--- config.mk ---
export PLATFORM = sky130hd
export DESIGN_NAME = bsg_downstream_rd_ctrl
export DESIGN_NICKNAME = d
export VERILOG_FILES = /design/src/rtl/bsg_downstream_pkg.sv /design/src/rtl/bsg_downstream_rd_ctrl.sv
export SDC_FILE = /design/constraint.sdc
export NUM_CORES = 1
export LEC_CHECK = 0
export CORE_UTILIZATION = 30
export DETAILED_ROUTE_END_ITERATION = 8
export GPL_TIMING_DRIVEN = 0
export PLACE_DENSITY_LB_ADDON = 0.05
export SYNTH_ARGS = -nofsm -noshare
export SYNTH_HDL_FRONTEND = slang
export SYNTH_SLANG_ARGS = --single-unit
--- constraint.sdc ---
create_clock -name clk -period 8.25 [get_ports clk]
set_input_delay 2.475 -clock clk [delete_from_list [all_inputs] [get_ports clk]]
set_output_delay 2.475 -clock clk [all_outputs]
set_load 0.01 [all_outputs]
--- src/rtl/bsg_downstream_pkg.sv ---
// Shared types and constants for the downstream buffer read and write sides.
package bsg_downstream_pkg;

  localparam int ADDR_W    = 6;
  localparam int PTR_W     = ADDR_W + 1;
  localparam int TOKEN_BIT = 2;
  localparam int HALF_W    = 16;

  typedef enum logic [1:0] {
    S_LO  = 2'd0,
    S_HI  = 2'd1,
    S_OUT = 2'd2
  } state_t;

endpackage

--- src/rtl/bsg_downstream_rd_ctrl.sv ---
// Drains 16-bit halfwords from the downstream buffer, pairs them into 32-bit
// core words and returns a credit token that toggles every 2**TOKEN_BIT reads.
module bsg_downstream_rd_ctrl #(
  parameter int ADDR_W    = bsg_downstream_pkg::ADDR_W,
  parameter int TOKEN_BIT = bsg_downstream_pkg::TOKEN_BIT
) (
  input  logic              clk,
  input  logic              rst,
  input  logic [ADDR_W:0]   wptr_t,
  output logic [ADDR_W-1:0] buf_addr,
  input  logic [15:0]       buf_data,
  output logic [31:0]       core_data_out,
  output logic              core_valid_out,
  input  logic              core_ready,
  output logic              io_token_out,
  output logic [ADDR_W:0]   rptr,
  output logic [ADDR_W:0]   occupancy
);
  import bsg_downstream_pkg::*;

  localparam int PW = ADDR_W + 1;
  localparam logic [PW-1:0] MAX_OCC = {1'b1, {ADDR_W{1'b0}}};

  state_t        r_state, w_state_next;
  logic [PW-1:0] r_rptr, w_rptr_next, w_rptr_inc;
  logic [15:0]   r_data0, w_data0_next;
  logic [31:0]   r_data_out, w_data_out_next;
  logic          r_valid, w_valid_next;
  logic          r_token, w_token_next;
  logic          w_empty, w_advance;

  // Wrap bit included, so a full buffer is never mistaken for empty.
  assign w_empty    = (wptr_t == r_rptr);
  assign w_rptr_inc = r_rptr + PW'(1);

  assign buf_addr       = r_rptr[ADDR_W-1:0];
  assign occupancy      = wptr_t - r_rptr;
  assign rptr           = r_rptr;
  assign core_data_out  = r_data_out;
  assign core_valid_out = r_valid;
  assign io_token_out   = r_token;

  always_ff @(posedge clk or posedge rst) begin
    if (rst) begin
      r_state    <= S_LO;
      r_rptr     <= '0;
      r_data0    <= '0;
      r_data_out <= '0;
      r_valid    <= 1'b0;
      r_token    <= 1'b0;
    end else begin
      r_state    <= w_state_next;
      r_rptr     <= w_rptr_next;
      r_data0    <= w_data0_next;
      r_data_out <= w_data_out_next;
      r_valid    <= w_valid_next;
      r_token    <= w_token_next;
    end
  end

  always_comb begin
    w_state_next    = r_state;
    w_rptr_next     = r_rptr;
    w_data0_next    = r_data0;
    w_data_out_next = r_data_out;
    w_valid_next    = r_valid;
    w_token_next    = r_token;
    w_advance       = 1'b0;

    unique case (r_state)
      S_LO: begin
        if (!w_empty) begin
          w_data0_next = buf_data;
          w_advance    = 1'b1;
          w_state_next = S_HI;
        end
      end
      S_HI: begin
        if (!w_empty) begin
          w_data_out_next = {buf_data, r_data0};
          w_valid_next    = 1'b1;
          w_advance       = 1'b1;
          w_state_next    = S_OUT;
        end
      end
      S_OUT: begin
        // Handshake cycle performs no read; the next word starts from S_LO.
        if (core_ready) begin
          w_valid_next = 1'b0;
          w_state_next = S_LO;
        end
      end
      default: w_state_next = S_LO;
    endcase

    if (w_advance) begin
      w_rptr_next  = w_rptr_inc;
      w_token_next = w_rptr_inc[TOKEN_BIT];
    end
  end

  // Upstream overrun is a protocol error: flagged in simulation, never recovered.
  a_occupancy_bound : assert property (@(posedge clk) disable iff (rst)
    occupancy <= MAX_OCC);

  a_rptr_parity : assert property (@(posedge clk) disable iff (rst)
    r_rptr[0] == (r_state == S_HI));

endmodule

* Yosys cells after proc, flatten, opt, wreduce, memory -nomap -nowiden
Cells that the tools add are included.
Storage, ports and cells: bits in registers 59, bits in read-only memories 0, output and inout port bits 54, memories 0, RAM bits 0, input port bits 26, latch bits 0
Cells by class: reduce and logical (&&, ||, !) cells 7, magnitude comparators 0, equal/unequal tests 6, multiply operators 0, add/sub/neg operators 2, divide/modulo/power cells 0, shifts and indexed selects 0, multiplexer cells 9, bitwise operators 1
Operator list (count):
- $add 7x1->7 const B | 1
- $eq 7x7->1 | 1
- $sub 7x7->7 | 1
- $mux 2 | 3
- $ne 2x2->1 const B | 3
- $pmux 2 s3 | 1
- $reduce_and 3->1 | 2
- $mux 1 | 4
- $reduce_and 2->1 | 2
- $eq 2x1->1 const B | 1
- $eq 2x2->1 const B | 1
- $logic_not 2->1 | 1
- $pmux 1 s2 | 1
- $reduce_bool 2->1 | 1
- $reduce_or 2->1 | 1
- $not 1->1 | 1

* Logic depth before layout (Yosys ltp)
depth after elaboration 3, mapped depth 8, gate-level depth less buffers 8

* Worst setup path before layout
Ideal clock, no wire load.
path type input to output, start point input port wptr_t[0], end point output port occupancy[6], data arrival time 3754 ps, path slack 2021 ps, buffers on the path 0, cell stages on the path 8, required time 5775 ps, cells stage by stage inv_1 ha_1 inv_1 fa_1 a211oi_1 o21ai_0 a21oi_1 xnor2_1
On the way: word-level cells in the longest chain between the ends 1
RTL lines:
- from (decl) | RTL line bsg_downstream_rd_ctrl.sv:9 | input logic [ADDR_W:0] wptr_t,
- $sub 7x7->7 | RTL line bsg_downstream_rd_ctrl.sv:37 | assign occupancy = wptr_t - r_rptr;
- to (decl) | RTL line bsg_downstream_rd_ctrl.sv:17 | output logic [ADDR_W:0] occupancy
No other way between the ends.

* Worst setup path in the final report
Ends and elaborated chain as after synthesis.

==> flow_metrics.tcl <==
set metrics [dict create \
    grt_pass1_wl_mm 9.14 \
    worst_path_dominant_cell_family "buffers and inverters" \
    drtPass1Iterations 4 \
    routedWlPerCell_um 14.0 \
    synth_flop_cell "dfrtp_1" \
    fin_util_pct 45.4 \
    end_kind "output port" \
    dp_cells 374 \
    drc_errors 0 \
    vias 1749 \
    tightest_slew_ns 0.658 \
    cts_root_buffer "clkbuf_8" \
    relSlewSlack_pct 56.0 \
    antenna_found_initial 0 \
    clkSlewWorstSetupHoldPaths_ns 0.06 \
    stdcell_count 390 \
    r2r_end "r_data0[9]" \
    die-height_um 96.1 \
    grt_overflow 0 \
    diodes 0 \
    path_buf_inv 4 \
    worstRegToRegCells 8 \
    ant_nets 0 \
    h-tree-depth 3 \
    layout_min_cycle_time_ns 7.25 \
    hold_ws_ns 0.483 \
    finalSetupViolations 0 \
    portBuffers 79 \
    max_freq_mhz 138 \
    yosysUniqueCellTypes 36 \
    ys.warnings.count 0 \
    syn_area_per_cell_um2 14.1 \
    hold_class "flop to flop" \
    nets 314 \
    arrival_ns 4.77 \
    numCtsBuffers 9 \
    cp-startpoint "wptr_t[0]" \
    crit_fanout 3 \
    crit_chain "clkdlybuf4s50_1 > inv_1 > ha_1 > inv_1 > fa_1 > a211oi_1 > o21ai_0 > a21oi_1 > xnor2_1 > clkdlybuf4s50_1" \
    crit_end "occupancy[6]" \
    grt_max_degree 32 \
    r2r-start "rptr[2]" \
    slowest_stage "clkdlybuf4s50_1" \
    syn_inst 189 \
    p_leak_nw 1.63 \
    synth_nets 223 \
    skew_ns 0.00952 \
    cts_resized 0 \
    via_per_inst 4.48 \
    place.gp.congestion 0.738 \
    final_hold_viol_count 0 \
    rsz0062_at_grt "false" \
    die_w_um 96.1 \
    die_area_um2 9230 \
    grt_pass1_vias 1840 \
    cp.required_ns 5.78 \
    clk_latency_ns 0.33 \
    start_util_pct 31.7 \
    cts_hold_buf 0 \
    maxCapViolCount 0 \
    path_depth 10 \
    powerDensity_nw_per_um2 446 \
    io-pin-count 80 \
    drive_gt1_share_pct 27.7 \
    setup_tns_ns 0 \
    peakVddDrop_uv 159 \
    dp_slack_ns 0.980 \
    synthToLayoutAreaGrowth_pct 43.2 \
    setup_ws_ns 1.00 \
    synth-seq-cells 58 \
    critPathKind "primary input to output port" \
    detail_route.iter0.violations 30 \
    tritoncts "yes" \
    cts_num_sinks 58 \
    rrSetupSlack_ns 5.91 \
    post_cts_buffers 0 \
    synthArstFlopShare_pct 100 \
    ys_seq_area_share_pct 54.6 \
    routed_wl_mm 5.48 \
    coreArea_um2 8380 \
    dp_hpwl_mm 3.83 \
    clockBufferDepth 2 \
    grt_util_all_layers_pct 13.6 \
    status "finished clean" \
    crit_path_max_incr_delay_ns 0.56 \
    syn-cell-area_um2 2660 \
    rows 33 \
    synth_edf_count 0 \
    startpoint_type "primary input" \
    period_share_pct 87.9 \
    slew_violations 0 \
]
synthesized netlist by cell type, drive strengths merged, types with 2 or more instances:
| cell | n | share of area [%] |
|---|---|---|
| inv | 10 | 1.4 |
| dfrtp | 58 | 55 |
| nand2 | 7 | 1.3 |
| xor2 | 2 | 0.66 |
| nor2 | 2 | 0.28 |
| nor2b | 3 | 0.71 |
| mux2 | 48 | 22 |
| a21oi | 4 | 0.75 |
| xnor2 | 7 | 2.6 |
| o21ai | 8 | 1.5 |
| ha | 7 | 3.3 |
| and3 | 2 | 0.47 |
| a31oi | 3 | 1.3 |
| buf | 12 | 4.4 |
| nand2b | 3 | 0.80 |
worst min path at each step:
| stage | start | endpoint | cells after the start |
|---|---|---|---|
| 2_1_floorplan | r_data0[0] | core_data_out[0] | 1 |
| 3_3_place_gp | r_data0[6] | core_data_out[6] | 1 |
| 3_5_place_dp | r_data0[5] | core_data_out[5] | 1 |
| 4_1_cts | r_data0[5] | core_data_out[5] | 1 |
| 5_1_grt | r_data0[11] | core_data_out[11] | 1 |
| 6_report | r_data0[0] | core_data_out[0] | 1 |
metrics by stage:
step | power (mW) | cell area, µm²
2_1_floorplan | 1.05 | 2660
3_3_place_gp | 1.44 | 3580
3_5_place_dp | 1.45 | 3600
4_1_cts | 1.73 | 3800
5_1_grt | 1.83 | 3800
6_report | 1.70 | 3800
sequential cells by signal (all words and copies together), names as in the netlist:
register and count:
r_state 2, rptr 7, core_valid_out 1, core_data_out 32, r_data0 16
power breakdown:
part           switching [mW]  internal, mW  leakage [nW]
combinational           0.342         0.559         0.855
sequential             0.0968         0.434         0.678
clock                   0.111         0.156        0.0986
total                   0.549          1.15          1.63
kinds of logic (layout without fill, tap and decap cells):
group | after synthesis | in the layout | synth area share (%)
buffers and inverters | 22 | 118 | 5.84
DFF | 58 | 58 | 54.6
xor gates and xnor gates | 9 | 9 | 3.25
AOI/OAI and AO/OA | 22 | 22 | 5.65
and+or+nand+nor | 22 | 22 | 4.95
adders and majority gates | 8 | 8 | 4.05
muxes | 48 | 48 | 21.6
per-layer routing:
layer	wire [µm]	GRT usage (%)	vias up	part of all wire, %
met5	0	0	-	0
met4	70	4.10	0	1.3
met3	312	5.13	7	5.7
met2	2510	21.3	52	46
met1	2590	17.3	855	47
li1	-	-	835	-
layout make-up:
cell class | instances | area (µm²)
multi-input cells | 109 | 1050
inverters | 10 | 37.5
fillers | 793 | 4580
repair buffers | 80 | 811
well taps | 105 | 131
clock inverters | 4 | 50.0
plain buffers | 12 | 118
clock buffers | 12 | 155
flip-flops and latches | 58 | 1450
placed cells by master (no fill, tap or decap), types with 2 or more instances in the layout:
master           instances
clkdlybuf4s50_1         79
dfrtp_1                 58
mux2_2                  36
clkbuf_8                11
mux2_4                   9
inv_1                    9
o21ai_0                  8
ha_1                     7
buf_4                    7
nand2_1                  6
xnor2_1                  6
buf_6                    4
a21oi_1                  4
nor2b_1                  3
mux2_1                   3
buf_12                   2
xor2_1                   2
and3_1                   2
nand2b_1                 2
nor2_1                   2
a31oi_1                  2
clkinvlp_4               2
No activity file was read; power rests on OpenSTA's default activity.
